## src/rtl/systolic_pkg.sv

```systemverilog
// Shared definitions for the systolic processing-element datapath.
package systolic_pkg;

  localparam int WORD_WIDTH_DEFAULT = 8;
  localparam int ACC_WIDTH_DEFAULT  = 32;
  localparam int CNT_WIDTH_DEFAULT  = 8;

  // Occupancy of the one-entry result register.
  typedef enum logic {
    EMPTY = 1'b0,
    FULL  = 1'b1
  } out_state_t;

endpackage

```

## src/rtl/mac_accumulator_if.sv

```systemverilog
// Product-stream input and result output of the accumulator, as one bundle.
interface mac_accumulator_if
  import systolic_pkg::*;
#(
  parameter int WORD_WIDTH = WORD_WIDTH_DEFAULT,
  parameter int ACC_WIDTH  = ACC_WIDTH_DEFAULT,
  parameter int CNT_WIDTH  = CNT_WIDTH_DEFAULT
);

  logic                    in_valid;
  logic                    in_ready;
  logic [2*WORD_WIDTH-1:0] in_prod;
  logic                    in_last;
  logic                    flush;
  logic                    out_valid;
  logic                    out_ready;
  logic [ACC_WIDTH-1:0]    out_sum;
  logic [CNT_WIDTH-1:0]    out_count;
  logic                    out_overflow;

  // Upstream producer / downstream consumer side.
  modport master (
    output in_valid, in_prod, in_last, flush, out_ready,
    input  in_ready, out_valid, out_sum, out_count, out_overflow
  );

  // Accumulator side.
  modport slave (
    input  in_valid, in_prod, in_last, flush, out_ready,
    output in_ready, out_valid, out_sum, out_count, out_overflow
  );

endinterface

```

## src/rtl/mac_accumulator.sv

```systemverilog
// Sums groups of unsigned products into a wide accumulator and presents each
// finished group sum, beat count and overflow flag on a valid/ready output.
module mac_accumulator
  import systolic_pkg::*;
#(
  parameter int WORD_WIDTH = WORD_WIDTH_DEFAULT,
  parameter int ACC_WIDTH  = ACC_WIDTH_DEFAULT,
  parameter int CNT_WIDTH  = CNT_WIDTH_DEFAULT
) (
  input  logic             clk,
  input  logic             reset_n,
  mac_accumulator_if.slave bus
);

  // A product must always fit in the accumulator.
  if (ACC_WIDTH < 2*WORD_WIDTH) begin : g_width_check
    $error("mac_accumulator: ACC_WIDTH must be >= 2*WORD_WIDTH");
  end

  logic [ACC_WIDTH-1:0] acc;
  logic [CNT_WIDTH-1:0] cnt;
  logic                 ovf;
  logic [ACC_WIDTH-1:0] out_sum_q;
  logic [CNT_WIDTH-1:0] out_count_q;
  logic                 out_ovf_q;
  out_state_t           state;

  logic [ACC_WIDTH:0]   sum_ext;
  logic [CNT_WIDTH-1:0] cnt_inc;
  logic                 in_ready_int;
  logic                 accept;

  // Input stalls only while a result is held and not being taken; flush and
  // reset both block acceptance. Deliberately independent of in_valid.
  assign in_ready_int = reset_n && !bus.flush && ((state == EMPTY) || bus.out_ready);
  assign accept       = bus.in_valid && in_ready_int;

  // One extra bit on the adder captures the carry out of the accumulator.
  assign sum_ext = {1'b0, acc} + (ACC_WIDTH+1)'(bus.in_prod);

  // Beat counter saturates at all-ones instead of wrapping.
  assign cnt_inc = (cnt == '1) ? cnt : cnt + 1'b1;

  // Partial-sum accumulation, result capture and output-register occupancy.
  always_ff @(posedge clk or negedge reset_n) begin
    if (!reset_n) begin
      acc         <= '0;
      cnt         <= '0;
      ovf         <= 1'b0;
      out_sum_q   <= '0;
      out_count_q <= '0;
      out_ovf_q   <= 1'b0;
      state       <= EMPTY;
    end else begin
      if (bus.flush) begin
        acc <= '0;
        cnt <= '0;
        ovf <= 1'b0;
      end else if (accept) begin
        if (bus.in_last) begin
          out_sum_q   <= sum_ext[ACC_WIDTH-1:0];
          out_count_q <= cnt_inc;
          out_ovf_q   <= ovf | sum_ext[ACC_WIDTH];
          acc         <= '0;
          cnt         <= '0;
          ovf         <= 1'b0;
        end else begin
          acc <= sum_ext[ACC_WIDTH-1:0];
          cnt <= cnt_inc;
          ovf <= ovf | sum_ext[ACC_WIDTH];
        end
      end

      if (accept && bus.in_last) begin
        state <= FULL;
      end else if (bus.out_ready) begin
        state <= EMPTY;
      end
    end
  end

  assign bus.in_ready     = in_ready_int;
  assign bus.out_valid    = (state == FULL);
  assign bus.out_sum      = out_sum_q;
  assign bus.out_count    = out_count_q;
  assign bus.out_overflow = out_ovf_q;

endmodule

```

## src/flat_wrapper.sv

```systemverilog
// flat-port wrapper written by rule: the top's interface ports become plain ports
module mac_accumulator_flat import systolic_pkg::*;
#(
  parameter int WORD_WIDTH = WORD_WIDTH_DEFAULT,
  parameter int ACC_WIDTH  = ACC_WIDTH_DEFAULT,
  parameter int CNT_WIDTH  = CNT_WIDTH_DEFAULT
)
  (clk, reset_n, bus_in_valid, bus_in_prod, bus_in_last, bus_flush, bus_out_ready, bus_in_ready, bus_out_valid, bus_out_sum, bus_out_count, bus_out_overflow);
  mac_accumulator_if #(.WORD_WIDTH(WORD_WIDTH), .ACC_WIDTH(ACC_WIDTH), .CNT_WIDTH(CNT_WIDTH)) bus_i ();
  input  logic clk;
  input  logic reset_n;
  input wire logic [$bits(bus_i.in_valid)-1:0] bus_in_valid;
  input wire logic [$bits(bus_i.in_prod)-1:0] bus_in_prod;
  input wire logic [$bits(bus_i.in_last)-1:0] bus_in_last;
  input wire logic [$bits(bus_i.flush)-1:0] bus_flush;
  input wire logic [$bits(bus_i.out_ready)-1:0] bus_out_ready;
  output wire logic [$bits(bus_i.in_ready)-1:0] bus_in_ready;
  output wire logic [$bits(bus_i.out_valid)-1:0] bus_out_valid;
  output wire logic [$bits(bus_i.out_sum)-1:0] bus_out_sum;
  output wire logic [$bits(bus_i.out_count)-1:0] bus_out_count;
  output wire logic [$bits(bus_i.out_overflow)-1:0] bus_out_overflow;
  assign bus_i.in_valid = bus_in_valid;
  assign bus_i.in_prod = bus_in_prod;
  assign bus_i.in_last = bus_in_last;
  assign bus_i.flush = bus_flush;
  assign bus_i.out_ready = bus_out_ready;
  assign bus_in_ready = bus_i.in_ready;
  assign bus_out_valid = bus_i.out_valid;
  assign bus_out_sum = bus_i.out_sum;
  assign bus_out_count = bus_i.out_count;
  assign bus_out_overflow = bus_i.out_overflow;
  mac_accumulator #(.WORD_WIDTH(WORD_WIDTH), .ACC_WIDTH(ACC_WIDTH), .CNT_WIDTH(CNT_WIDTH)) u_core (.clk(clk), .reset_n(reset_n), .bus(bus_i));
endmodule
```

## config.mk

```make
export PLATFORM = sky130hd
export DESIGN_NAME = mac_accumulator_flat
export DESIGN_NICKNAME = d
export VERILOG_FILES = /design/src/rtl/systolic_pkg.sv /design/src/rtl/mac_accumulator_if.sv /design/src/rtl/mac_accumulator.sv /design/src/flat_wrapper.sv
export SDC_FILE = /design/constraint.sdc
export NUM_CORES = 1
export LEC_CHECK = 0
export CORE_MARGIN = 2
export CORE_UTILIZATION = 45
export CTS_BUF_LIST = sky130_fd_sc_hd__clkbuf_16
export DETAILED_ROUTE_END_ITERATION = 7
export DONT_BUFFER_PORTS = 1
export HOLD_SLACK_MARGIN = 0.05
export SYNTH_ARGS = -nofsm -noshare
export SYNTH_HDL_FRONTEND = slang
export SYNTH_SLANG_ARGS = --single-unit
```

## constraint.sdc

```tcl
create_clock -name clk -period 7.1 [get_ports clk]
set_input_delay 1.42 -clock clk [delete_from_list [all_inputs] [get_ports clk]]
set_output_delay 1.42 -clock clk [all_outputs]
set_load 0.1 [all_outputs]
```

==> results of run 1 <==
final cells by class:
type	instances	area share (%)
clock buffers	9	4.47
clock inverters	7	1.69
multi-input cells	364	48.3
well taps	133	3.31
repair buffers	3	0.447
flip-flops and latches	83	41.3
inverters	7	0.522
layer usage:
layer	part of all wire [%]	track usage [%]	vias up
li1	-	-	1698
met1	48	26.8	1668
met2	45	29.4	67
met3	5.7	4.95	13
met4	1.5	8.67	0
met5	0	0	-
state kept, by name, indices dropped and copies added, names as in the netlist:
| name | flops |
|---|---|
| u_core.bus.out_valid | 1 |
| u_core.bus.out_count | 8 |
| u_core.bus.out_sum | 32 |
| u_core.ovf | 1 |
| u_core.cnt | 8 |
| u_core.bus.out_overflow | 1 |
| u_core.acc | 32 |
critical path, cell delays in order:
cell and delay (ns):
sky130_fd_sc_hd__nand2b_1 0.15, sky130_fd_sc_hd__and3b_1 0.91, sky130_fd_sc_hd__nand3_2 0.73, sky130_fd_sc_hd__buf_4 0.49, sky130_fd_sc_hd__or2_2 0.33, sky130_fd_sc_hd__o221ai_1 0.16
logic make-up after synthesis:
kind of cell,count (synthesis)
AO/OA/AOI/OAI,155
AND/OR/NAND/NOR,140
flip-flops,83
XOR/XNOR,32
buffers and inverters,31
multiplexers,19
adder cells (fa/ha/maj),18
where the power goes:
| part | total [mW] | internal (mW) | switching (mW) |
|---|---|---|---|
| combinational | 0.104 | 0.0456 | 0.0580 |
| clock | 0.493 | 0.304 | 0.189 |
| sequential | 0.746 | 0.501 | 0.245 |
through the flow:
step                instance area, µm²  instances  hold WS [ns]  util [%]
finish                            5030        606         0.492      51.0
floorplan                         4620        478         0.454         -
global placement                  4720        590         0.471      47.9
detailed placement                4720        590         0.479      47.9
CTS                               5030        606         0.494      51.0
global route                      5030        606         0.533      51.0
worst paths after layout:
kind / start / end / slack, ns
min in group asynchronous: reset_n / u_core.acc[11] / 0.77
max in group asynchronous: reset_n / u_core.bus.out_sum[10] / 6.15
max: bus_out_ready / u_core.bus.out_sum[30] / 3.14
min reg2reg: u_core.acc[14] / u_core.acc[14] / 0.49
max reg2reg: u_core.bus.out_valid / u_core.bus.out_sum[30] / 3.31
min: u_core.acc[14] / u_core.acc[14] / 0.49
cells in the final DEF (no fill, tap or decap), types with 2 or more instances in the layout:
cell type	instances
sky130_fd_sc_hd__o21ai_0	53
sky130_fd_sc_hd__nor2_1	21
sky130_fd_sc_hd__bufinv_16	2
sky130_fd_sc_hd__o211ai_1	3
sky130_fd_sc_hd__clkbuf_16	9
sky130_fd_sc_hd__o31ai_1	4
sky130_fd_sc_hd__a211oi_2	4
sky130_fd_sc_hd__mux2_2	15
sky130_fd_sc_hd__and4_1	2
sky130_fd_sc_hd__nor3_1	2
sky130_fd_sc_hd__a21oi_1	33
sky130_fd_sc_hd__o21bai_2	2
sky130_fd_sc_hd__inv_1	9
sky130_fd_sc_hd__o221ai_1	2
sky130_fd_sc_hd__a211oi_1	5
sky130_fd_sc_hd__nand4_1	4
sky130_fd_sc_hd__a21o_1	4
sky130_fd_sc_hd__nand3_1	11
sky130_fd_sc_hd__xor2_1	7
sky130_fd_sc_hd__mux2i_1	4
sky130_fd_sc_hd__or3_1	2
sky130_fd_sc_hd__o21a_1	2
sky130_fd_sc_hd__ha_1	17
sky130_fd_sc_hd__a31oi_1	10
sky130_fd_sc_hd__nand2b_1	7
sky130_fd_sc_hd__buf_4	3
sky130_fd_sc_hd__xnor2_1	25
sky130_fd_sc_hd__and2_1	7
sky130_fd_sc_hd__and3_1	7
sky130_fd_sc_hd__dfrtp_1	83
sky130_fd_sc_hd__a22o_1	12
sky130_fd_sc_hd__nand2_1	64
sky130_fd_sc_hd__a31o_2	2
sky130_fd_sc_hd__o21bai_1	4
sky130_fd_sc_hd__o21ai_1	5
sky130_fd_sc_hd__or2_2	3
==> run metrics, run 1 <==
status=finished clean; Fillers=871; CTS Root Buffer Type=sky130_fd_sc_hd__clkbuf_16; clock latency of the later-clocked register in the worst-skew pair=0.34 ns; post-cts hold buffer count=0; RSZ-0062 raised after global routing=no; top area cells in the synthesized netlist=sky130_fd_sc_hd__dfrtp_1, sky130_fd_sc_hd__o21ai_0, sky130_fd_sc_hd__nand2_1, sky130_fd_sc_hd__xnor2_1, sky130_fd_sc_hd__ha_1; diode insertion count for antenna repair=0; dpl ws=2.76 ns; Syn Nets=518; Netlist cell types=54; # H-tree levels=3; largest vdd supply drop=0.000152 V; proportion of netlist area held by the largest area contributor=45.0%; die width=105 µm; nets=508; sequential share of the synthesized area=45.0%; proportion of synthesized area in mux cells=4.53%; depth of the worst register-to-register path=6; final critical-path setup slack=3.14 ns; Ports=65; Total Negative Setup Slacks=0 ns; Synth top cells by count=sky130_fd_sc_hd__dfrtp_1, sky130_fd_sc_hd__nand2_1, sky130_fd_sc_hd__o21ai_0, sky130_fd_sc_hd__a21oi_1, sky130_fd_sc_hd__xnor2_1; Post-Syn Area per Cell=9.66 µm²; synthesized-area fraction occupied by and/or/nand/nor cells=14.7%; total overflow reported by the global router=0; clock-pin transition on the worst setup and hold timing paths=0.06 ns; number of synthesized register bits=83; gpl congestion=0.858; number of cells upsized or downsized after cts=0; type of origin of the critical path=input pin; Num CTS Buffers=9; total detailed-routing wirelength=10,300 µm; Antenna Nets Post-Route=0; via count of the routed design=3,446; XOR/XNOR share of the synthesized area=6.07%; warning count from the yosys run=0; path category of the worst min-delay check=flip-flop to flip-flop; most area-hungry cell type in the Yosys netlist=sky130_fd_sc_hd__dfrtp_1; die boundary height=105 µm; number of slew-limit violations in the final report=0; required time worst endpoint=7.36 ns; antenna violations before repair=0; Total Power=1.34 mW; First DRT Iteration DRCs=162; global-route wire length before repair=17,500 µm; multi-input combinational cell area=2430 µm²; cell with the most instances after synthesis=sky130_fd_sc_hd__dfrtp_1; detailed-routing iteration count for the pre-antenna-repair pass=4; Cell Area, Synth=4620 µm²; sequential cell area in the final layout=2080 µm²; worst-margin pin slew=1.06 ns; WP data arrival=4.22 ns; half-perimeter wire length after placement=7080 µm; clock tree from TritonCTS=built; number of core rows=36; area of the core region=9860 µm²; proportion of layout cells with a drive suffix above 1=10.8%; share of flip-flops with an asynchronous set or reset=100%; largest buffer count on any clock path=2; number of global-route vias before repair=3,464; number of enable-type register cells in the synthesized netlist=0; total setup buffers inserted after CTS=0; Die Footprint=11,100 µm²; final setup violation count=0; worst clock skew on the final layout=0.00894 ns; commonest register cell after synthesis=sky130_fd_sc_hd__dfrtp_1; routed length per instance=17.0 µm; Port Buf Inserts=0; DRC violations left=0; Max-cap violations=0; crit end category=flip-flop; complex-gate fraction of the synthesized area=22.1%; starting density of the core=46.8%; Area growth, synth to finish=9.05%; detail-routed via count per cell=5.69; Min Clock Period, post-route=3.96 ns; max frequency=252 MHz; combinational family with the most area after synthesis=compound AO/OA/AOI/OAI gates; synthesized-area fraction occupied by adder cells=5.04%; hold violation total from the final report=0; CP max FO=41; leakage power total=2.16 nW; clock sink count=83; portion of the clock cycle consumed by the worst path in the final layout=55.8%; overall track demand over capacity in global routing=19.6%; gate count after technology mapping=478; worst max-slew margin expressed relative to the limit=29.1%; largest net degree at the start of global routing=87; instance count along the most critical hold path=2; power per unit of standard cell area=267 nW/µm²; Worst Path Class, Setup=input pin to flip-flop
No activity file was read; power rests on OpenSTA's default activity.
==> run 2, diff against run 1 <==
clock period = 3.7 ns   (was 7.1 ns; I/O delays follow)
==> run 2 against run 1 <==
Against the previous run:
- cell area up 0.67%
- utilization up 0.34 points
- worst setup slack lost 2.1 ns
==> run metrics, run 2 (synthesized netlist as in run 1, its figures left out) <==
dpl ws=0.686 ns; Num CTS Buffers=9; part of the total power dissipated in combinational logic=8.0%; detailed-routing iteration count for the pre-antenna-repair pass=4; Fillers=889; largest net degree at the start of global routing=87; post-cts hold buffer count=0; Max-cap violations=0; proportion of layout cells with a drive suffix above 1=11.3%; status=finished clean; WP data arrival=2.94 ns; overall track demand over capacity in global routing=19.3%; portion of the clock cycle consumed by the worst path in the final layout=72.3%; total overflow reported by the global router=0; multi-input combinational cell area=2430 µm²; Ports=65; leakage power total=2.17 nW; Seq pwr share=55.4%; # H-tree levels=3; max frequency=374 MHz; diode insertion count for antenna repair=0; Area growth, synth to finish=9.79%; area of the core region=9860 µm²; die width=105 µm; number of core rows=36; utilization after layout=51.4%; clock-pin transition on the worst setup and hold timing paths=0.06 ns; depth of the worst register-to-register path=9; detail-routed via count per cell=5.75; relative contribution of the clock network to total power=36.5%; worst clock skew on the final layout=0.00677 ns; total setup buffers inserted after CTS=0; via count of the routed design=3,500; gpl congestion=0.876; largest buffer count on any clock path=2; slowest library cell on the worst path=sky130_fd_sc_hd__or4b_1; slowest cell delay on critical path=0.53 ns; worst-margin pin slew=0.963 ns; DRC violations left=0; clock tree from TritonCTS=built; cells traversed along the worst timing path=ha_1 > fa_1 > a211oi_1 > nor2_1 > o211ai_1 > a211oi_2 > o21bai_1 > or4b_1 > mux2i_1; clock sink count=83; Total Negative Setup Slacks=0 ns; number of cells upsized or downsized after cts=0; path category of the worst min-delay check=input pin to asynchronous set/reset pin; Total Power=2.57 mW; clock latency of the later-clocked register in the worst-skew pair=0.34 ns; RSZ-0062 raised after global routing=no; final setup violation count=0; nets=511; global-route wire length before repair=17,100 µm; worst max-slew margin expressed relative to the limit=35.8%; number of global-route vias before repair=3,382; largest vdd supply drop=0.000316 V; Switching Fraction=36.5%; hold violation total from the final report=0; Die Footprint=11,100 µm²; crit end category=flip-flop; routed length per instance=16.9 µm; half-perimeter wire length after placement=7150 µm; switching power summed over all nets=940 µW; power per unit of standard cell area=508 nW/µm²; Worst Path Class, Setup=input pin to flip-flop; type of origin of the critical path=input pin; total detailed-routing wirelength=10,300 µm; Port Buf Inserts=0; sequential cell area in the final layout=2080 µm²; Min Clock Period, post-route=2.67 ns; First DRT Iteration DRCs=211; CTS Root Buffer Type=sky130_fd_sc_hd__clkbuf_16; die boundary height=105 µm; post-placement cell area=4760 µm²; number of slew-limit violations in the final report=0; CP max FO=5; required time worst endpoint=3.96 ns; internal power=1.63 mW; final critical-path setup slack=1.03 ns; Antenna Nets Post-Route=0; most common cell after layout, fill and taps aside=sky130_fd_sc_hd__dfrtp_1; commonest cells after routing, fill and taps aside=sky130_fd_sc_hd__dfrtp_1, sky130_fd_sc_hd__nand2_1, sky130_fd_sc_hd__o21ai_0; starting density of the core=46.8%; antenna violations before repair=0; Finished Cell Area=5070 µm²
==> run 2: cell types whose count changed in the layout (fill, tap and decap cells not counted), sizes merged <==
| cell | change |
|---|---|
| inv | -1 |
| buf | +3 |
| clkinvlp | +1 |
==> run 2: power by group through the flow <==
stage,Combinational [mW],Clock (mW),Sequential [mW]
3_5_place_dp,0.207,0,1.45
2_1_floorplan,0.165,0,1.44
5_1_grt,0.233,1.00,1.44
4_1_cts,0.207,0.961,1.43
3_3_place_gp,0.203,0,1.44
6_report,0.206,0.940,1.43
==> run 2: final timing paths <==
path | start | to | slack [ns]
worst max-delay path | bus_in_prod[0] | u_core.acc[30] | 1.03
worst min-delay path | reset_n | u_core.bus.out_sum[3] | 0.09
worst max register to register | u_core.acc[0] | u_core.acc[30] | 1.06
worst min register to register | u_core.acc[14] | u_core.acc[14] | 0.49
max in group asynchronous | reset_n | u_core.acc[0] | 3.48
min in group clk | bus_flush | u_core.acc[1] | 0.46
==> run 2: metrics by stage <==
| step | cells | hold WS, ns |
|---|---|---|
| after detailed placement | 593 | 0.448 |
| after global routing | 609 | 0.0743 |
| after CTS | 609 | 0.0827 |
| after global placement | 593 | 0.448 |
| final | 609 | 0.0914 |
| after floorplan | 478 | 0.444 |
==> run 2: routing by layer <==
layer,track usage (%),vias up,share of wire [%]
li1,-,1710,-
met1,26.7,1706,48
met2,29.6,76,46
met3,5.63,8,5.1
met4,5.14,0,1.2
met5,0,-,0
==> run 2: worst max-delay path: cells and delay by family <==
family,cells,cell delay [ns]
AO/OA/AOI/OAI,4,0.80
AND/OR/NAND/NOR,2,0.83
adder cells (fa/ha/maj),2,0.44
multiplexers,1,0.15
==> run 2: layout make-up <==
class	instances	area share [%]
Clock buffer	9	4.44
Multi-Input combinational cell	364	48.0
Timing Repair Buffer	6	1.14
Inverter	7	0.519
Tap cell	133	3.28
Sequential cell	83	41.0
Clock inverter	7	1.65
==> run 3, diff against run 2 <==
clock period = 2.8 ns   (was 3.7 ns; I/O delays follow)
==> run 3 against run 2 <==
Against the previous run:
- routed wire length up 2.7%
- sequential cell count stayed put
- worst hold slack improved by 0.018 ns
- global-route usage rose by 1.2 points
- clock power grew 11%
- sequential share of layout area fell by 0.47 points
- worst setup slack lost 0.85 ns
- die area stayed put
- largest cell class unchanged
- largest power group unchanged
- highest routed layer unchanged
==> run metrics, run 3 (synthesized netlist as in run 1, its figures left out) <==
die width=105 µm; family of cells with the greatest summed delay on the critical path=simple AND/OR/NAND/NOR gates; Num CTS Buffers=9; antenna violations before repair=0; sequential cell area in the final layout=2080 µm²; largest vdd supply drop=0.000445 V; DRC violations left=0; worst max-slew margin expressed relative to the limit=36.7%; clock-pin transition on the worst setup and hold timing paths=0.06 ns; crit end category=flip-flop; number of core rows=36; relative contribution of the clock network to total power=32.2%; Seq pwr share=58.2%; Bufs and invs on worst path=0; path category of the worst min-delay check=input pin to asynchronous set/reset pin; reg2reg start=u_core.acc[0]; leakage power total=2.21 nW; clock latency of the later-clocked register in the worst-skew pair=0.34 ns; half-perimeter wire length after placement=7380 µm; global-route wire length before repair=18,100 µm; WP data arrival=2.88 ns; CP max FO=5; power per unit of standard cell area=632 nW/µm²; commonest cells after routing, fill and taps aside=sky130_fd_sc_hd__dfrtp_1, sky130_fd_sc_hd__nand2_1, sky130_fd_sc_hd__o21ai_0; CTS Root Buffer Type=sky130_fd_sc_hd__clkbuf_16; Total Negative Setup Slacks=0 ns; part of the total power dissipated in combinational logic=9.6%; area of the core region=9860 µm²; max frequency=381 MHz; terminus of the critical flop-to-flop path=u_core.acc[30]; starting density of the core=46.8%; # H-tree levels=3; proportion of layout cells with a drive suffix above 1=13.6%; Min Clock Period, post-route=2.63 ns; Port Buf Inserts=0; number of slew-limit violations in the final report=0; slowest cell delay on critical path=0.51 ns; nets=522; multi-input combinational cell area=2440 µm²; First DRT Iteration DRCs=135; switching power summed over all nets=1.25 mW; Switching Fraction=38.6%; hold violation total from the final report=0; Die Footprint=11,100 µm²; total detailed-routing wirelength=10,600 µm; Max-cap violations=0; clock tree from TritonCTS=built; detail-routed via count per cell=5.75; Worst Path Class, Setup=flip-flop to flip-flop; number of global-route vias before repair=3,558; Hold Worst Slack=0.109 ns; diode insertion count for antenna repair=0; clock sink count=83; slowest library cell on the worst path=sky130_fd_sc_hd__or4b_1; Area growth, synth to finish=11.1%; most common cell after layout, fill and taps aside=sky130_fd_sc_hd__dfrtp_1; gpl congestion=0.889; overall track demand over capacity in global routing=20.5%; internal power=1.99 mW; Total Power=3.24 mW; Register-to-Register Setup Slack=0.17 ns; utilization after layout=52.0%; RSZ-0062 raised after global routing=no; Fillers=864; routed length per instance=17.1 µm; largest buffer count on any clock path=2; Antenna Nets Post-Route=0; die boundary height=105 µm; depth of the worst register-to-register path=9; largest net degree at the start of global routing=84; final setup violation count=0; cells traversed along the worst timing path=ha_1 > fa_1 > a211oi_1 > nor2_1 > o211ai_1 > a211oi_2 > o21bai_1 > or4b_1 > mux2i_1; portion of the clock cycle consumed by the worst path in the final layout=93.8%; worst clock skew on the final layout=0.00611 ns; Ports=65; status=finished clean; worst-margin pin slew=0.949 ns; detailed-routing iteration count for the pre-antenna-repair pass=6; type of origin of the critical path=flip-flop; required time worst endpoint=3.05 ns; via count of the routed design=3,564; total overflow reported by the global router=0
==> run 3: stage by stage <==
step,worst slack [ns],instances,instance area (µm²)
finish,0.173,620,5130
global route,0.00274,620,5130
CTS,0.155,620,5120
detailed placement,0.0124,603,4830
global placement,0.0105,603,4830
floorplan,0.176,478,4620
==> run 3: per-layer routing <==
metal,vias up,GRT usage (%),wire length [µm]
li1,1733,-,-
met1,1738,28.1,5060
met2,85,31.9,4870
met3,8,4.70,544
met4,0,6.86,113
met5,-,0,0
==> run 3: power groups by stage <==
| stage | clock [mW] | combinational [mW] | sequential [mW] |
|---|---|---|---|
| finish | 1.04 | 0.311 | 1.88 |
| global route | 1.12 | 0.352 | 1.90 |
| CTS | 1.07 | 0.314 | 1.89 |
| detailed placement | 0 | 0.284 | 1.91 |
| global placement | 0 | 0.277 | 1.91 |
| floorplan | 0 | 0.218 | 1.90 |
==> run 3: worst max-delay path by stage <==
stage,startpoint,to,slack (ns),cells past startpoint
after floorplan,u_core.bus.out_valid,u_core.bus.out_count[2],0.18,8
after global placement,bus_in_prod[0],u_core.bus.out_sum[26],0.01,10
after detailed placement,bus_in_prod[0],u_core.bus.out_sum[24],0.01,9
after CTS,u_core.acc[0],u_core.bus.out_sum[26],0.15,10
after global routing,u_core.acc[0],u_core.acc[30],0.003,9
final,u_core.acc[0],u_core.acc[30],0.17,9
==> run 3: cell type report <==
class,instances,area share (%)
flip-flops and latches,83,40.5
clock inverters,7,0.707
repair buffers,17,3.12
well taps,133,3.24
inverters,7,0.512
clock buffers,9,4.39
multi-input cells,364,47.5
==> run 3: repair_timing <==
action	in CTS	in global routing
gates resized for setup	0	2
hold buffers	1	0
hold endpoints to repair	83	0
setup endpoints to repair	0	4
buffers inserted	0	0
